File: config.mk
export PLATFORM = sky130hd
export DESIGN_NAME = time_set_counter
export DESIGN_NICKNAME = d
export VERILOG_FILES = /design/src/rtl/time_set_counter.sv
export SDC_FILE = /design/constraint.sdc
export NUM_CORES = 1
export LEC_CHECK = 0
export CAP_MARGIN = 20
export CORE_AREA = 2 2 57 59
export DETAILED_ROUTE_END_ITERATION = 12
export DIE_AREA = 0 0 59 61
export GPL_TIMING_DRIVEN = 1
export PLACE_DENSITY_LB_ADDON = 0.08
export SLEW_MARGIN = 30
export SYNTH_ARGS = -nofsm -noshare
export SYNTH_HDL_FRONTEND = slang
export SYNTH_SLANG_ARGS = --single-unit
export TNS_END_PERCENT = 5
File: constraint.sdc
create_clock -name i_clk -period 1.9 [get_ports i_clk]
set_input_delay 0.57 -clock i_clk [delete_from_list [all_inputs] [get_ports i_clk]]
set_output_delay 0.57 -clock i_clk [all_outputs]
set_load 0.02 [all_outputs]
File: src/rtl/time_set_counter.sv
// time_set_counter
// Running clock time (hh:mm:ss, packed two-digit BCD) advanced by a 1 Hz
// strobe, with a set mode that bumps minutes or hours on each rising edge
// of the slide-switch pulse-generator output.
//
// Optional feature macro: AUTO_REPEAT_EN
//   Defined   : holding i_pulse high in set mode issues one extra increment
//               every REPEAT_CYCLES cycles after the accepted edge.
//   Undefined : only rising edges of i_pulse increment.
//
// Parameters:
//   HOUR_MAX      last hour value before hours wrap to 00 (1..99)
//   REPEAT_CYCLES cycles per auto-repeat step (AUTO_REPEAT_EN only)
//
// Ports:
//   i_clk        system clock
//   i_rst        synchronous reset, active-high
//   i_tick       one-cycle 1 Hz strobe
//   i_set_en     1 = set mode, 0 = running
//   i_sel        set-mode field select: 0 = minutes, 1 = hours
//   i_pulse      pulse-generator level; rising edge requests one increment
//   o_sec_bcd    seconds {tens, ones}
//   o_min_bcd    minutes {tens, ones}
//   o_hour_bcd   hours {tens, ones}
//   o_carry_day  one-cycle strobe on HOUR_MAX:59:59 -> 00:00:00
module time_set_counter #(
  parameter int HOUR_MAX      = 23,
  parameter int REPEAT_CYCLES = 25000000
) (
  input  logic       i_clk,
  input  logic       i_rst,
  input  logic       i_tick,
  input  logic       i_set_en,
  input  logic       i_sel,
  input  logic       i_pulse,
  output logic [7:0] o_sec_bcd,
  output logic [7:0] o_min_bcd,
  output logic [7:0] o_hour_bcd,
  output logic       o_carry_day
);

  localparam logic [7:0] C_MAX59 = 8'h59;
  localparam logic [3:0] C_HOUR_TENS = 4'(HOUR_MAX / 10);
  localparam logic [3:0] C_HOUR_ONES = 4'(HOUR_MAX % 10);
  localparam logic [7:0] C_HOUR_MAX_BCD = {C_HOUR_TENS, C_HOUR_ONES};

  if (HOUR_MAX < 1 || HOUR_MAX > 99 || REPEAT_CYCLES < 1) begin : g_bad_param
    $error("time_set_counter: HOUR_MAX must be 1..99 and REPEAT_CYCLES >= 1");
  end

  // Wrap is decided on the whole packed byte, so only legal codes appear.
  function automatic logic [7:0] f_bcd_inc(input logic [7:0] v, input logic [7:0] max);
    if (v == max)
      return 8'h00;
    else if (v[3:0] == 4'd9)
      return {v[7:4] + 4'd1, 4'd0};
    else
      return {v[7:4], v[3:0] + 4'd1};
  endfunction

  logic [7:0] r_sec, r_min, r_hour;
  logic       r_carry_day;
  logic       r_pulse_q;

  logic [7:0] w_sec_nxt, w_min_nxt, w_hour_nxt;
  logic       w_carry_nxt;
  logic       w_inc_req;
  logic       w_rep_inc;
  logic       w_set_inc;

  // r_pulse_q resets to 1 so a pulse held high across reset release is not
  // mistaken for a rising edge.
  assign w_inc_req = i_pulse & ~r_pulse_q;

`ifdef AUTO_REPEAT_EN
  localparam int CW = $clog2(REPEAT_CYCLES + 1);
  localparam logic [CW-1:0] C_REP_LAST = CW'(REPEAT_CYCLES - 1);

  logic          r_rep_active;
  logic [CW-1:0] r_rep_cnt;
  logic          r_sel_q;
  logic          w_sel_chg;

  assign w_sel_chg = i_sel ^ r_sel_q;
  assign w_rep_inc = r_rep_active & i_pulse & i_set_en & ~w_sel_chg &
                     (r_rep_cnt == C_REP_LAST);

  always_ff @(posedge i_clk) begin
    if (i_rst) begin
      r_rep_active <= 1'b0;
      r_rep_cnt    <= '0;
      r_sel_q      <= 1'b0;
    end else begin
      r_sel_q <= i_sel;
      if (i_set_en && w_inc_req) begin
        // A fresh accepted edge restarts the repeat interval.
        r_rep_active <= 1'b1;
        r_rep_cnt    <= '0;
      end else if (!i_set_en || !i_pulse || w_sel_chg) begin
        r_rep_active <= 1'b0;
        r_rep_cnt    <= '0;
      end else if (r_rep_active) begin
        if (r_rep_cnt == C_REP_LAST)
          r_rep_cnt <= '0;
        else
          r_rep_cnt <= r_rep_cnt + 1'b1;
      end
    end
  end
`else
  assign w_rep_inc = 1'b0;
`endif

  assign w_set_inc = i_set_en & (w_inc_req | w_rep_inc);

  always_comb begin
    w_sec_nxt   = r_sec;
    w_min_nxt   = r_min;
    w_hour_nxt  = r_hour;
    w_carry_nxt = 1'b0;
    if (i_set_en) begin
      w_sec_nxt = 8'h00;
      if (w_set_inc) begin
        if (i_sel)
          w_hour_nxt = f_bcd_inc(r_hour, C_HOUR_MAX_BCD);
        else
          w_min_nxt = f_bcd_inc(r_min, C_MAX59);
      end
    end else if (i_tick) begin
      w_sec_nxt = f_bcd_inc(r_sec, C_MAX59);
      if (r_sec == C_MAX59) begin
        w_min_nxt = f_bcd_inc(r_min, C_MAX59);
        if (r_min == C_MAX59) begin
          w_hour_nxt = f_bcd_inc(r_hour, C_HOUR_MAX_BCD);
          if (r_hour == C_HOUR_MAX_BCD)
            w_carry_nxt = 1'b1;
        end
      end
    end
  end

  always_ff @(posedge i_clk) begin
    if (i_rst) begin
      r_sec       <= 8'h00;
      r_min       <= 8'h00;
      r_hour      <= 8'h00;
      r_carry_day <= 1'b0;
      r_pulse_q   <= 1'b1;
    end else begin
      r_sec       <= w_sec_nxt;
      r_min       <= w_min_nxt;
      r_hour      <= w_hour_nxt;
      r_carry_day <= w_carry_nxt;
      r_pulse_q   <= i_pulse;
    end
  end

  assign o_sec_bcd   = r_sec;
  assign o_min_bcd   = r_min;
  assign o_hour_bcd  = r_hour;
  assign o_carry_day = r_carry_day;

endmodule

-- After elaboration in Yosys (flattened, before gate mapping)
Cells that the tools add are included.
- bits in latches: 0
- memories kept: 0
- output and inout bits: 25
- bits in read-only memories: 0
- logic and storage cells: 54
- input port bits: 6
- flip-flop bits (word level): 26
- memory bits (writable): 0
- divide/modulo/power cells: 0
- mux-type cells: 18
- shift-type cells: 0
- $add $sub $neg: 6
- reduce and logical (&&, ||, !) cells: 9
- order comparisons: 0
- multiply operators: 0
- bitwise logic cells: 6
- equality and inequality tests: 9
- operators with widths (kind ; number):
    $mux W8 ; 17
    $add A4 B1 Y4 const B ; 6
    $eq A8 B7 Y1 const B ; 2
    $eq A4 B4 Y1 const B ; 3
    $eq A8 B6 Y1 const B ; 1
    $reduce_bool A2 Y1 ; 4
    $reduce_and A5 Y1 ; 1
    $reduce_or A5 Y1 ; 1
    $ne A2 B1 Y1 const B ; 2
    $not A1 Y1 ; 4
    $reduce_and A4 Y1 ; 1
    $and A1 B1 Y1 ; 2
    $ne A2 B2 Y1 const B ; 1
    $reduce_and A2 Y1 ; 1
    $reduce_or A2 Y1 ; 1
    $mux W1 ; 1

-- Logic depth before layout (Yosys ltp)
Gate-level depths: netlist of the first run.
- word-level depth: 7
- gate-level depth with buffers: 7

-- Worst setup path after synthesis of the first run
No wires, ideal clock.
- kind: register to register
- from: register r_sec[4] (netlist: o_sec_bcd[4])
- to: register r_min[7] (netlist: o_min_bcd[7])
- data required time: 1.779 ns
- path slack: -0.002 ns
- stages on the path, launching flop included: 7
- setup time: 0.121 ns
- arrival: 1.781 ns
- period minus slack after synthesis: 1.902 ns
- cells stage by stage: dfxtp_1 -> ha_1 -> nand4bb_4 -> o31a_1 -> buf_6 -> nor3_1 -> mux2_2
- word-level cells in the longest chain between the ends: 3
- RTL lines (element ; line ; text):
    start: declaration ; 61 ; logic [7:0] r_sec, r_min, r_hour;
    start signal: assignment ; 150 ; r_sec <= w_sec_nxt;
    $eq A8 B7 Y1 ; 131 ; if (r_sec == C_MAX59) begin
    $reduce_bool A2 Y1 (no line) ; -- ;
    $reduce_and A4 Y1 (no line) ; -- ;
    end signal: assignment ; 151 ; r_min <= w_min_nxt;
    end: declaration ; 61 ;
Every way passes these cells.
A chain may end at the register's enable or synchronous reset.

-- Final worst setup path of the first run
- from: register r_carry_day (netlist: o_carry_day)
- to: output o_carry_day
- RTL lines (element ; line ; text):
    start: declaration ; 62 ; logic r_carry_day;
    start signal: assignment ; 153 ; r_carry_day <= w_carry_nxt;
    end: declaration ; 39 ; output logic o_carry_day
No word-level cell between the ends.

==> results of run 1 <==
## worst max path at each step
stage,cells past startpoint,end,startpoint
after floorplan,6,o_min_bcd[7],i_set_en
after global placement,5,o_min_bcd[7],i_tick
after detailed placement,5,o_min_bcd[7],i_tick
after CTS,5,o_min_bcd[2],i_tick
after global routing,6,o_hour_bcd[3],o_min_bcd[4]
final,1,o_carry_day,o_carry_day
## kinds of logic after synthesis
kind of cell | synth area share, %
flops | 36.43
compound gates | 16.46
fa+ha+maj | 8.757
simple gates | 29.16
mux | 0.7880
xor+xnor | 3.065
buf+inv | 5.341
## timing repair
item                                    4_1_cts  5_1_grt
endpoints found under the setup margin       29       10
gates resized for setup                      27        7
cloned                                        0        1
pin swaps                                     2        4
buffers inserted                              0        1
## synthesized netlist by cell type (all sizes together), types with 3 or more instances
cell type  count
or4            3
xnor2          4
or3            3
nor3           8
nand3         10
nand2          9
o32ai          3
nand3b         3
a21oi          9
nor2          13
nand4b         4
dfxtp         26
inv           13
o21ai          9
ha            10
clkbuf         3
## power groups by stage
stage / Sequential (mW) / Clock [mW] / Combinational (mW)
5_1_grt: 0.554 / 0.315 / 0.0780
3_3_place_gp: 0.565 / 0 / 0.0685
4_1_cts: 0.553 / 0.294 / 0.0690
6_report: 0.553 / 0.283 / 0.0720
3_5_place_dp: 0.565 / 0 / 0.0699
2_1_floorplan: 0.567 / 0 / 0.0270
## cell type report
class / instances / area (um2) / area share (%)
multi-input cells: 120 / 882.1 / 45.08
flip-flops and latches: 26 / 523.0 / 26.73
repair buffers: 50 / 425.4 / 21.74
inverters: 13 / 48.80 / 2.494
well taps: 33 / 41.29 / 2.110
clock buffers: 4 / 36.28 / 1.854
## registers in the layout, indices dropped and copies added, names as in the netlist
name         count
r_pulse_q        1
o_carry_day      1
o_sec_bcd        8
o_hour_bcd       8
o_min_bcd        8
## layer usage
layer / routed length, um / GRT usage [%]
met2: 1668 / 35.08
met4: 49 / 8.766
met5: 0 / 0
met1: 1591 / 26.21
met3: 176 / 3.625
## stage by stage
step	total power, mW	instances	TNS (ps)	instance area [um2]	utilization (%)
detailed placement	0.6347	240	-5676	1887	63.90
floorplan	0.5937	163	0	1430	-
global route	0.9469	246	-37.94	1957	66.27
global placement	0.6333	240	-4697	1887	63.90
finish	0.9081	246	0	1957	66.27
CTS	0.9162	244	0	1904	64.49
==> run summary, run 1 <==
Max_cap viols - 0
TritonCTS Sinks - 26
Iter 0 DRT Violations - 80
Clock tree buffer depth - 2
Required time of the critical path - 1330 ps
Critical path buffers and inverters - 1
Post-layout min period - 1843 ps
CP Max Fanout - 1
Critical-path top delay cell - clkdlybuf4s50_1
Post-Synthesis Cells - 163
Sequential fraction of design power - 60.9%
Gate power share - 7.9%
DP Wirelength - 2564 um
Post-synth top area share - 36.43%
PortBufs - 30
Synth warn - 0
Number of synthesized register bits - 26
CP cell instances - clkdlybuf4s50_1
Vias in the first global route - 1263
Setup ws final - 57.14 ps
Post-synth ARST share - 0%
Worst Hold Class - register to register
CP arrival - 1270 ps
Pre-antenna DRT Iters - 4
Dominant synthesized flop cell - dfxtp_1
Post-synthesis cell area - 0.001429 mm2
Die height - 61 um
DRT Wirelength - 3486 um
Clock Latency Late Sink - 330 ps
Placement Rows - 20
Antenna viol nets, final - 0
Fin. Hold Viols - 0
Worst Reg2Reg Path Length in Cells - 6
Worst slack, placed - -413.2 ps
IO Pins - 31
Max_slew headroom - 80.91%
Layout cells sized above 1 - 16.90%
Pwr Density - 464.0 mW/mm2
Net Sw Power - 0.2072 mW
Final setup violation count - 0
Vias per inst - 5.667
Fin crit share - 96.99%
Number of distinct library cells after synthesis - 43
CTS tree - yes
R2R Path Start - o_sec_bcd[5]
WHS - 539.5 ps
Layout area overhead - 36.95%
DR WL/cell - 14.17 um
VDD IR max - 0.2379 mV
Die ar. - 0.003599 mm2
Hold Crit Start - o_hour_bcd[1]
Worst reg-to-reg setup slack - 140 ps
Fill cells - 267
Die width - 59 um
Avg Synthesized Cell Area - 8.766 um2
Most frequent cells in the layout - dfxtp_1, dlygate4sd2_1, buf_4
Largest net degree at the start of global routing - 15
Clock-pin slew on the worst setup and hold paths - 140 ps
Max stage delay on crit path - 600 ps
Number of remaining DRC errors - 0
Top cells by area, synth - dfxtp_1, ha_1, nand3_1, inv_1, nor2_1
N_diodes - 0
Fmax - 0.5426 GHz
GPL Wtd Cong - 0.8241
Clock share of power - 31.2%
Number of synthesized flops with an enable pin - 0
CTS Buf Count - 3
Worst Skew - 4.236 ps
Startpoint types - register
GRT Total Usage - 20.77%
Core Region - 0.002953 mm2
Worst hold path cell count - 2
Worst slew pin tran - 281.9 ps
Hold endpoint - o_hour_bcd[1]
Crit end category - output port
Internal power - 0.7009 mW
Nets - 230
Total number of vias - 1394
Crit path max-delay family - buffers and inverters
Crit Path Class - register to output port
Root Driver - clkbuf_4
Sequential cell area fraction in the yosys report - 36.43%
Run status - finished, final reports clean
Switching Fraction - 22.81%
Post-synth top area cell - dfxtp_1
Slew Viols, Final - 0
R2r endpoint - o_min_bcd[2]
Initial antenna violation count - 0
Initial core utilization - 48.39%
First-pass GRT wire length - 5699 um
CTS Hold Bufs - 0
Net Count, Synth - 179
Max H-tree Level - 1
Global route overflow - 0
LEAKAGE - 0.8758 nW
No activity file was read; power rests on OpenSTA's default activity.
==> run 2, diff against run 1 <==
--- a/config.mk
+++ b/config.mk
@@ -11,6 +11,7 @@
 export DIE_AREA = 0 0 59 61
 export GPL_TIMING_DRIVEN = 1
 export PLACE_DENSITY_LB_ADDON = 0.08
+export RECOVER_POWER = 100
 export SLEW_MARGIN = 30
 export SYNTH_ARGS = -nofsm -noshare
 export SYNTH_HDL_FRONTEND = slang
==> constraint.sdc (replaced) <==
create_clock -name i_clk -period 2.1 [get_ports i_clk]
set_input_delay 0.63 -clock i_clk [delete_from_list [all_inputs] [get_ports i_clk]]
set_output_delay 0.63 -clock i_clk [all_outputs]
set_load 0.02 [all_outputs]
==> run 2 against run 1 <==
Critical path depth unchanged. Die area unchanged. Worst setup slack worse by 10 ps. Clock skew increased by 1.9 ps. Critical endpoint is now o_hour_bcd[2]. Largest cell class unchanged. Largest power group unchanged.
==> run summary, run 2 (synthesis gave the netlist of run 1 again) <==
Area occupied by multi-input gates - 837.1 um2 (was 882.1 um2)
Crit Path Class - register to output port (unchanged)
Final setup violation count - 0 (unchanged)
Fill cells - 265 (was 267)
Startpoint types - register (unchanged)
Required time of the critical path - 1470 ps (was 1330 ps)
Layout cells sized above 1 - 12.98% (was 16.90%)
CTS tree - yes (unchanged)
Worst hold path cell count - 2 (unchanged)
Layout area overhead - 30.30% (was 36.95%)
Most frequent cells in the layout - dfxtp_1, clkdlybuf4s50_1, buf_4 (was dfxtp_1, dlygate4sd2_1, buf_4)
IO Pins - 31 (unchanged)
GRT Total Usage - 20.16% (was 20.77%)
Worst Skew - 6.127 ps (was 4.236 ps)
Antenna viol nets, final - 0 (unchanged)
LEAKAGE - 0.6592 nW (was 0.8758 nW)
R2R Path Start - o_sec_bcd[4] (was o_sec_bcd[5])
Pwr Density - 437.0 mW/mm2 (was 464.0 mW/mm2)
TritonCTS Sinks - 26 (unchanged)
VDD IR max - 0.2345 mV (was 0.2379 mV)
N_diodes - 0 (unchanged)
Root Driver - clkbuf_4 (unchanged)
Post-layout min period - 2053 ps
Critical path buffers and inverters - 1 (unchanged)
Worst slack, placed - -299.4 ps (was -413.2 ps)
Fmax - 0.4871 GHz
DR WL/cell - 13.70 um (was 14.17 um)
Crit end category - output port (unchanged)
Setup ws final - 47.16 ps (was 57.14 ps)
Post-CTS Repair Setup Buffers - 0 (unchanged)
Worst reg-to-reg setup slack - 200 ps (was 140 ps)
Die ar. - 0.003599 mm2 (unchanged)
PortBufs - 30 (unchanged)
DRT Wirelength - 3302 um (was 3486 um)
Slew Viols, Final - 0 (unchanged)
Max stage delay on crit path - 640 ps (was 600 ps)
Run status - finished, final reports clean (unchanged)
Pre-antenna DRT Iters - 4 (unchanged)
Worst slew pin tran - 417.3 ps (was 281.9 ps)
CP Max Fanout - 6 (was 1)
Largest net degree at the start of global routing - 15 (unchanged)
Register area - 523.0 um2 (unchanged)
Vias per inst - 5.552 (was 5.667)
Vias in the first global route - 1278 (was 1263)
RSZ-0062 raised after global routing - no
Commonest non-fill, non-tap cell in the layout - dfxtp_1
First-pass GRT wire length - 5664 um (was 5699 um)
Clock-pin slew on the worst setup and hold paths - 140 ps (about the same)
Die width - 59 um (unchanged)
CTS Buf Count - 3 (unchanged)
Global route overflow - 0 (unchanged)
Iter 0 DRT Violations - 54 (was 80)
Max_slew headroom - 72.09% (was 80.91%)
Fin. Hold Viols - 0 (unchanged)
Number of remaining DRC errors - 0 (unchanged)
Hold endpoint - o_min_bcd[0] (was o_hour_bcd[1])
Worst Reg2Reg Path Length in Cells - 6 (unchanged)
Core Region - 0.002953 mm2 (unchanged)
Initial antenna violation count - 0 (unchanged)
Total number of vias - 1338 (was 1394)
CP cell instances - clkdlybuf4s50_1 (unchanged)
R2r endpoint - o_min_bcd[0] (was o_min_bcd[2])
GPL Wtd Cong - 0.8618 (was 0.8241)
Crit path max-delay family - buffers and inverters (unchanged)
Fin crit share - 97.75%
Die height - 61 um (unchanged)
TNS Setup - 0 ps (unchanged)
Placement Rows - 20 (unchanged)
CP arrival - 1420 ps (was 1270 ps)
Hold Crit Start - o_min_bcd[0] (was o_hour_bcd[1])
Critical-path top delay cell - clkdlybuf4s50_1 (unchanged)
Worst Hold Class - register to register (unchanged)
Max H-tree Level - 1 (unchanged)
DP Wirelength - 2543 um (was 2564 um)
Clock Latency Late Sink - 320 ps (was 330 ps)
Nets - 225 (was 230)
Max_cap viols - 0 (unchanged)
Initial core utilization - 48.39% (unchanged)
Clock tree buffer depth - 2 (unchanged)
run 2: where the power goes:
group          switching, mW  internal [mW]  total [mW]
registers            0.00425          0.497       0.501
clock network          0.149          0.106       0.255
logic                 0.0301         0.0274      0.0576
run 2: cell type report:
class | count | area share (%)
clock buffer | 4 | 1.949
inverter | 13 | 2.621
multi-input combinational | 119 | 44.96
sequential | 26 | 28.09
tap | 33 | 2.218
timing repair buffer | 46 | 20.16
run 2: through the flow:
step	hold slack (ps)	instances	total power [mW]	area (um2)	util, %
2_1_floorplan	573.7	163	0.5372	1429	-
3_3_place_gp	508.1	237	0.5705	1863	63.09
3_5_place_dp	529.1	237	0.5719	1863	63.09
4_1_cts	528.8	241	0.8253	1902	64.41
5_1_grt	557.5	241	0.8409	1862	63.05
6_report	524.8	241	0.8135	1862	63.05
run 2: worst max path at each step:
| stage | slack [ps] | cells after the start | start | to |
|---|---|---|---|---|
| 4_1_cts | 2 | 1 | o_sec_bcd[0] | o_sec_bcd[0] |
| 6_report | 50 | 1 | o_hour_bcd[2] | o_hour_bcd[2] |
| 3_5_place_dp | -300 | 5 | i_tick | o_min_bcd[7] |
| 2_1_floorplan | 200 | 6 | o_sec_bcd[4] | o_min_bcd[7] |
| 5_1_grt | 4 | 6 | i_tick | o_min_bcd[0] |
| 3_3_place_gp | -250 | 5 | i_tick | o_min_bcd[7] |
run 2: layer usage:
layer	vias up	GRT usage (%)	routed length, um
met4	0	7.468	44
li1	685	-	-
met5	-	0	0
met1	622	27.40	1589
met3	5	1.919	105
met2	26	33.33	1562
run 2: timing repair:
action                                  4_1_cts  5_1_grt
endpoints found under the setup margin        2        9
gates resized for setup                       2        7
pin swaps                                     0        2
hold buffers                                  0        0
